### src/rtl/nav_pkg.sv
// Shared types for the line-following navigation stage: drive states,
// status display codes and the sensor-pattern decode table.
package nav_pkg;

  typedef enum logic [2:0] {
    IDLE,
    FORWARD,
    TURN_LEFT,
    TURN_RIGHT,
    CROSSING,
    LOST
  } nav_state_e;

  localparam logic [1:0] SIG_OFF    = 2'b00;
  localparam logic [1:0] SIG_ACTIVE = 2'b01;
  localparam logic [1:0] SIG_HOLD   = 2'b10;

  // Map filtered {L,C,R} to the next drive state; 101 keeps the current state.
  function automatic nav_state_e pattern_state(input logic [2:0] lcr, input nav_state_e cur);
    nav_state_e ns;
    ns = cur;
    case (lcr)
      3'b010:         ns = FORWARD;
      3'b100, 3'b110: ns = TURN_LEFT;
      3'b001, 3'b011: ns = TURN_RIGHT;
      3'b111:         ns = CROSSING;
      3'b000:         ns = LOST;
      default:        ns = cur;
    endcase
    return ns;
  endfunction

endpackage

### src/rtl/sensor_debounce.sv
// Two-flop synchronizer followed by a stability filter: the output follows
// the synchronized level only after it has differed for DEB_CYCLES clocks.
module sensor_debounce #(
  parameter int unsigned DEB_CYCLES = 100000
) (
  input  logic clock,
  input  logic resetn,
  input  logic din,
  output logic dout
);

  localparam int unsigned CW = (DEB_CYCLES > 1) ? $clog2(DEB_CYCLES) : 1;

  logic          s1_q, s1_d;
  logic          s2_q, s2_d;
  logic          filt_q, filt_d;
  logic [CW-1:0] cnt_q, cnt_d;

  // Count while the synchronized level disagrees with the filtered one;
  // any return to the filtered level restarts the count.
  always_comb begin
    s1_d   = din;
    s2_d   = s1_q;
    filt_d = filt_q;
    cnt_d  = '0;
    if (s2_q != filt_q) begin
      if (cnt_q == CW'(DEB_CYCLES - 1)) begin
        filt_d = s2_q;
      end else begin
        cnt_d = cnt_q + CW'(1);
      end
    end
  end

  always_ff @(posedge clock) begin
    if (!resetn) begin
      s1_q   <= 1'b0;
      s2_q   <= 1'b0;
      filt_q <= 1'b0;
      cnt_q  <= '0;
    end else begin
      s1_q   <= s1_d;
      s2_q   <= s2_d;
      filt_q <= filt_d;
      cnt_q  <= cnt_d;
    end
  end

  assign dout = filt_q;

endmodule

### src/rtl/nav_sequencer.sv
// Line-following drive sequencer: filters the IR tape sensors, steps the
// drive state machine and produces gated motor PWM plus display status codes.
module nav_sequencer
  import nav_pkg::*;
#(
  parameter int unsigned DEB_CYCLES  = 100000,
  parameter int unsigned PWM_PERIOD  = 100000,
  parameter int unsigned HOLD_CYCLES = 50000000,
  parameter int unsigned LOST_CYCLES = 100000000
) (
  input  logic       clock,
  input  logic       resetn,
  input  logic       enable,
  input  logic       stop_req,
  input  logic       ir_left,
  input  logic       ir_center,
  input  logic       ir_right,
  input  logic [1:0] duty_sel,
  output logic       pwm_a,
  output logic       pwm_b,
  output logic       dir_a,
  output logic       dir_b,
  output logic [1:0] forward_signal,
  output logic [1:0] left_signal,
  output logic [1:0] right_signal,
  output logic       lost
);

  localparam int unsigned PCW     = (PWM_PERIOD > 1) ? $clog2(PWM_PERIOD) : 1;
  localparam int unsigned TW      = PCW + 1;
  localparam int unsigned QUARTER = PWM_PERIOD / 4;
  localparam int unsigned HCW     = (HOLD_CYCLES > 1) ? $clog2(HOLD_CYCLES) : 1;
  localparam int unsigned LCW     = (LOST_CYCLES > 1) ? $clog2(LOST_CYCLES) : 1;

  logic filt_l, filt_c, filt_r;
  logic [2:0] lcr_c;

  nav_state_e     state_q, state_d;
  logic [HCW-1:0] hold_cnt_q, hold_cnt_d;
  logic [LCW-1:0] lost_cnt_q, lost_cnt_d;
  logic           lost_q, lost_d;
  logic [PCW-1:0] cnt_q, cnt_d;
  logic [1:0]     duty_lat_q, duty_lat_d;
  logic           pwm_a_q, pwm_a_d;
  logic           pwm_b_q, pwm_b_d;
  logic           dir_q, dir_d;
  logic [1:0]     fwd_q, fwd_d;
  logic [1:0]     left_q, left_d;
  logic [1:0]     right_q, right_d;

  logic           wrap_c;
  logic [TW-1:0]  thr_c;
  logic           pwm_c;

  sensor_debounce #(.DEB_CYCLES(DEB_CYCLES)) u_deb_left (
    .clock (clock),
    .resetn(resetn),
    .din   (ir_left),
    .dout  (filt_l)
  );

  sensor_debounce #(.DEB_CYCLES(DEB_CYCLES)) u_deb_center (
    .clock (clock),
    .resetn(resetn),
    .din   (ir_center),
    .dout  (filt_c)
  );

  sensor_debounce #(.DEB_CYCLES(DEB_CYCLES)) u_deb_right (
    .clock (clock),
    .resetn(resetn),
    .din   (ir_right),
    .dout  (filt_r)
  );

  assign lcr_c = {filt_l, filt_c, filt_r};

  // Free-running PWM counter; duty is only sampled at wrap so a period is never cut short.
  assign wrap_c = (cnt_q == PCW'(PWM_PERIOD - 1));
  assign thr_c  = TW'(QUARTER * (32'(duty_lat_q) + 32'd1));
  assign pwm_c  = ({1'b0, cnt_q} < thr_c);

  always_comb begin
    cnt_d      = wrap_c ? '0 : cnt_q + PCW'(1);
    duty_lat_d = wrap_c ? duty_sel : duty_lat_q;
  end

  // Next-state logic; timers default to zero so leaving a state clears them.
  always_comb begin
    state_d    = state_q;
    hold_cnt_d = '0;
    lost_cnt_d = '0;
    lost_d     = lost_q;
    if (!enable || stop_req) begin
      state_d = IDLE;
      if (!enable) begin
        lost_d = 1'b0;
      end
    end else begin
      case (state_q)
        IDLE: begin
          if (!lost_q) begin
            state_d = pattern_state(lcr_c, IDLE);
          end
        end
        FORWARD, TURN_LEFT, TURN_RIGHT: begin
          state_d = pattern_state(lcr_c, state_q);
        end
        CROSSING: begin
          if (hold_cnt_q == HCW'(HOLD_CYCLES - 1)) begin
            state_d = FORWARD;
          end else begin
            hold_cnt_d = hold_cnt_q + HCW'(1);
          end
        end
        LOST: begin
          if (lcr_c != 3'b000 && lcr_c != 3'b101) begin
            state_d = pattern_state(lcr_c, LOST);
          end else if (lost_cnt_q == LCW'(LOST_CYCLES - 1)) begin
            state_d = IDLE;
            lost_d  = 1'b1;
          end else begin
            lost_cnt_d = lost_cnt_q + LCW'(1);
          end
        end
        default: state_d = IDLE;
      endcase
    end
  end

  // Output decode from the current state, registered one clock behind it.
  always_comb begin
    pwm_a_d = 1'b0;
    pwm_b_d = 1'b0;
    dir_d   = 1'b1;
    fwd_d   = SIG_OFF;
    left_d  = SIG_OFF;
    right_d = SIG_OFF;
    case (state_q)
      IDLE:    dir_d = 1'b0;
      FORWARD: begin
        pwm_a_d = pwm_c;
        pwm_b_d = pwm_c;
        fwd_d   = SIG_ACTIVE;
      end
      TURN_LEFT: begin
        pwm_b_d = pwm_c;
        left_d  = SIG_ACTIVE;
      end
      TURN_RIGHT: begin
        pwm_a_d = pwm_c;
        right_d = SIG_ACTIVE;
      end
      CROSSING: begin
        pwm_a_d = pwm_c;
        pwm_b_d = pwm_c;
        fwd_d   = SIG_HOLD;
        left_d  = SIG_HOLD;
        right_d = SIG_HOLD;
      end
      default: ;
    endcase
  end

  always_ff @(posedge clock) begin
    if (!resetn) begin
      state_q    <= IDLE;
      hold_cnt_q <= '0;
      lost_cnt_q <= '0;
      lost_q     <= 1'b0;
      cnt_q      <= '0;
      duty_lat_q <= 2'b00;
      pwm_a_q    <= 1'b0;
      pwm_b_q    <= 1'b0;
      dir_q      <= 1'b0;
      fwd_q      <= SIG_OFF;
      left_q     <= SIG_OFF;
      right_q    <= SIG_OFF;
    end else begin
      state_q    <= state_d;
      hold_cnt_q <= hold_cnt_d;
      lost_cnt_q <= lost_cnt_d;
      lost_q     <= lost_d;
      cnt_q      <= cnt_d;
      duty_lat_q <= duty_lat_d;
      pwm_a_q    <= pwm_a_d;
      pwm_b_q    <= pwm_b_d;
      dir_q      <= dir_d;
      fwd_q      <= fwd_d;
      left_q     <= left_d;
      right_q    <= right_d;
    end
  end

  assign pwm_a          = pwm_a_q;
  assign pwm_b          = pwm_b_q;
  assign dir_a          = dir_q;
  assign dir_b          = dir_q;
  assign forward_signal = fwd_q;
  assign left_signal    = left_q;
  assign right_signal   = right_q;
  assign lost           = lost_q;

endmodule

### config.mk
export PLATFORM = sky130hd
export DESIGN_NAME = nav_sequencer
export DESIGN_NICKNAME = d
export VERILOG_FILES = /design/src/rtl/nav_pkg.sv /design/src/rtl/sensor_debounce.sv /design/src/rtl/nav_sequencer.sv
export SDC_FILE = /design/constraint.sdc
export NUM_CORES = 1
export LEC_CHECK = 0
export ABC_AREA = 1
export CORE_UTILIZATION = 23
export CTS_BUF_LIST = sky130_fd_sc_hd__clkbuf_8
export DETAILED_ROUTE_END_ITERATION = 12
export HOLD_SLACK_MARGIN = 0.06
export SLEW_MARGIN = 0
export SYNTH_ARGS = -nofsm -noshare
export SYNTH_HDL_FRONTEND = slang
export SYNTH_SLANG_ARGS = --single-unit
### constraint.sdc
create_clock -name clock -period 2.85 [get_ports clock]
set_clock_uncertainty 0.15 [all_clocks]
set_input_delay 0.4275 -clock clock [delete_from_list [all_inputs] [get_ports clock]]
set_output_delay 0.4275 -clock clock [all_outputs]
set_load 0.03 [all_outputs]
==> results_dict.tcl <==
set metrics [dict create \
    chipWidth_um 184 \
    synth_area_leaders "dfxtp_1 38%, nand2_1 9.5%, inv_1 6.6%" \
    wl_per_cell_um 9.81 \
    path_clk_slew_ns 0.07 \
    setup_viol 0 \
    hold_buffers 0 \
    final_util 0.267 \
    worstSkewPairLatency_ns 0.46 \
    power_frac_seq 0.535 \
    rsz0062_at_grt "false" \
    crit_buf_inv 2 \
    grt-ovfl-total 0 \
    syn-cell-area_sq_um 7580 \
    place_area_sq_um 8250 \
    synth_largest_area_cell "dfxtp_1" \
    coreArea_sq_um 32500 \
    comb_power_share 0.025 \
    cp_max_fo 5 \
    clkPwrFrac 0.440 \
    synth_nets 1054 \
    drtPass1Iterations 4 \
    clock_sinks 144 \
    fin_total_pwr_mw 3.80 \
    ys_seq_area_frac 0.380 \
    cts_tree "yes" \
    hold_viol 0 \
    ioPinCount 20 \
    drc 0 \
    die-area_sq_um 33700 \
    antenna_left 0 \
    synth_seq_cells 144 \
    r2r-start "duty_lat_q[1]" \
    r2r_cells 12 \
    syn_to_final_growth_pct 14.5 \
    hp-class "reg2reg" \
    finalSetupTns_ns 0 \
    fmax_mhz 382 \
    cts_buffers 17 \
    power.static_leakage_nw 3.29 \
    antenna_cells 0 \
    die_h_um 184 \
    io_buffers 19 \
    first_global_vias 5736 \
    cp-start-kind "flop" \
    fin_nets 1084 \
    power.switching_uw 805 \
    drt-total-wl_um 14700 \
    hpwl_um 11100 \
    powerDensity_nw_per_um2 438 \
    cts_buffer_depth 2 \
    cts_root_buf "clkbuf_8" \
    htree_num_levels 4 \
    irDropWorstVdd_mv 0.284 \
    cp_slowest_stage_delay_ns 0.36 \
    drv_slew 0 \
    tightest_slew_ns 0.513 \
    cp.depth 12 \
    start_util 0.234 \
    required_ns 3.07 \
    grt_max_degree 20 \
    synth.avg_cell_area_sq_um 7.47 \
    crit_start "duty_lat_q[1]" \
    grt_pass1_wl_um 25700 \
    crit_arrival_ns 2.84 \
    synth.top_cell.area_share 0.380 \
    crit_end "pwm_a" \
    vias 6195 \
    path_delay_family "adder cells" \
    r2r_setup_slack_ns 0.23 \
    sw_frac_of_total 0.212 \
    drive_gt1_frac 0.127 \
    drv_cap 0 \
    stdcell_area_sq_um 8680 \
    critical_path_class "reg2reg" \
    worst_setup_path_end_kind "flop" \
    cellInternalPower_mw 3.00 \
    max_slew_margin 0.657 \
    netlist_instances 1015 \
    ys_warn_count 0 \
    gp_congestion 0.808 \
    min_period_ns 2.62 \
    slowest_stage "dfxtp_2" \
    reg2reg_to "pwm_a" \
    grt_antenna_before_repair 0 \
    outcome "finished clean" \
    drt_iter0_drc 286 \
    vias_per_cell 4.13 \
    netlist-cell-type-count 52 \
    rows 66 \
    path_cells "inv_1 > ha_4 > xor2_1 > inv_1 > ha_1 > xnor2_1 > ha_1 > nand2_1 > o21ai_0 > o21ai_0 > nand3_1 > nor2_1" \
    fin_crit_sh 0.918 \
    grt_use_total 0.0930 \
]
how the worst min path moves through the flow:
| stage | slack (ns) | to | from | depth (start not counted) |
|---|---|---|---|---|
| floorplan | 0.24 | u_deb_center.s2_q | u_deb_center.s1_q | 2 |
| global placement | 0.25 | u_deb_right.s2_q | u_deb_right.s1_q | 2 |
| detailed placement | 0.25 | u_deb_left.s2_q | u_deb_left.s1_q | 2 |
| CTS | 0.27 | u_deb_left.s2_q | u_deb_left.s1_q | 2 |
| global route | 0.28 | u_deb_left.s2_q | u_deb_left.s1_q | 2 |
| finish | 0.27 | u_deb_center.s2_q | u_deb_center.s1_q | 2 |
worst register-to-register path: cells and delay by family, from the launching register on:
family / cells / cell delay (ns)
adders and majority gates: 3 / 0.87
xor gates and xnor gates: 2 / 0.38
DFF: 1 / 0.36
and+or+nand+nor: 3 / 0.33
AOI/OAI and AO/OA: 2 / 0.26
buffers and inverters: 2 / 0.21
cell type report:
cell class                      count  area (sq um)
Fill cell                        3521         23800
Multi-Input combinational cell    716          4070
Sequential cell                   144          2880
Tap cell                          442           553
Inverter                          144           549
Clock buffer                       21           289
Timing Repair Buffer               22           213
Clock inverter                     11           123
flip-flops by register name (all words and copies together), names as in the netlist, 2 cells and up:
signal,flops
lost_cnt_q,27
forward_signal,2
state_q,3
hold_cnt_q,26
cnt_q,17
u_deb_left.cnt_q,17
duty_lat_q,2
left_signal,2
u_deb_center.cnt_q,17
u_deb_right.cnt_q,17
power groups by stage:
stage / registers, mW / logic, mW / clock network, mW
floorplan: 2.09 / 0.0552 / 0
global placement: 2.08 / 0.0950 / 0
detailed placement: 2.08 / 0.0965 / 0
CTS: 2.03 / 0.0966 / 1.73
global route: 2.04 / 0.106 / 1.81
finish: 2.03 / 0.0945 / 1.67
timing repair:
item                                    in CTS  in global routing
setup buffers                                0                  0
endpoints found under the setup margin       0                  2
gates resized for setup                      0                  2
cells by family after synthesis:
family                   count (synthesis)  synth area share
buffers and inverters                  155            0.0845
AND/OR/NAND/NOR                        553             0.374
adder cells (fa/ha/maj)                 30            0.0495
flip-flops                             144             0.380
AO/OA/AOI/OAI                           99            0.0721
XOR/XNOR                                34            0.0393
cells in the final DEF, fill, tap and decap left out, drive strengths merged, types with 21 or more instances in the layout:
| master | instances |
|---|---|
| a21oi | 61 |
| clkbuf | 21 |
| dfxtp | 144 |
| ha | 30 |
| inv | 148 |
| nand2 | 212 |
| nand3 | 60 |
| nand4 | 25 |
| nor2 | 167 |
| nor3 | 41 |
| o21ai | 25 |
| xor2 | 26 |
stage by stage:
stage                     hold WS, ns  setup slack, ns  std cells
after global routing            0.279           0.0348       1500
after global placement          0.247            0.265       1468
after CTS                       0.269            0.128       1500
after detailed placement        0.250            0.179       1468
after floorplan                 0.240            0.275       1015
final                           0.266            0.233       1500
cells in the mapped netlist (all sizes together):
cell type / count
clkbuf: 1
nand2: 212
a21oi: 61
xor2: 26
a21boi: 2
inv: 142
nand4: 25
xnor2: 8
o21bai: 2
a31o: 1
nor4: 11
nand3: 60
nor3: 41
ha: 30
and3: 3
a21o: 1
nor2: 167
nor3b: 14
a31oi: 4
o21ai: 25
clkinv: 2
nand3b: 5
dfxtp: 144
buf: 10
or2: 15
a211oi: 3
routing by layer:
layer	GRT usage	vias up	part of all wire
li1	-	3315	-
met1	0.119	2800	0.51
met2	0.152	61	0.45
met3	0.0200	19	0.027
met4	0.0353	0	0.019
met5	0	-	0
Note: power is estimated with default switching activity, not from simulation.
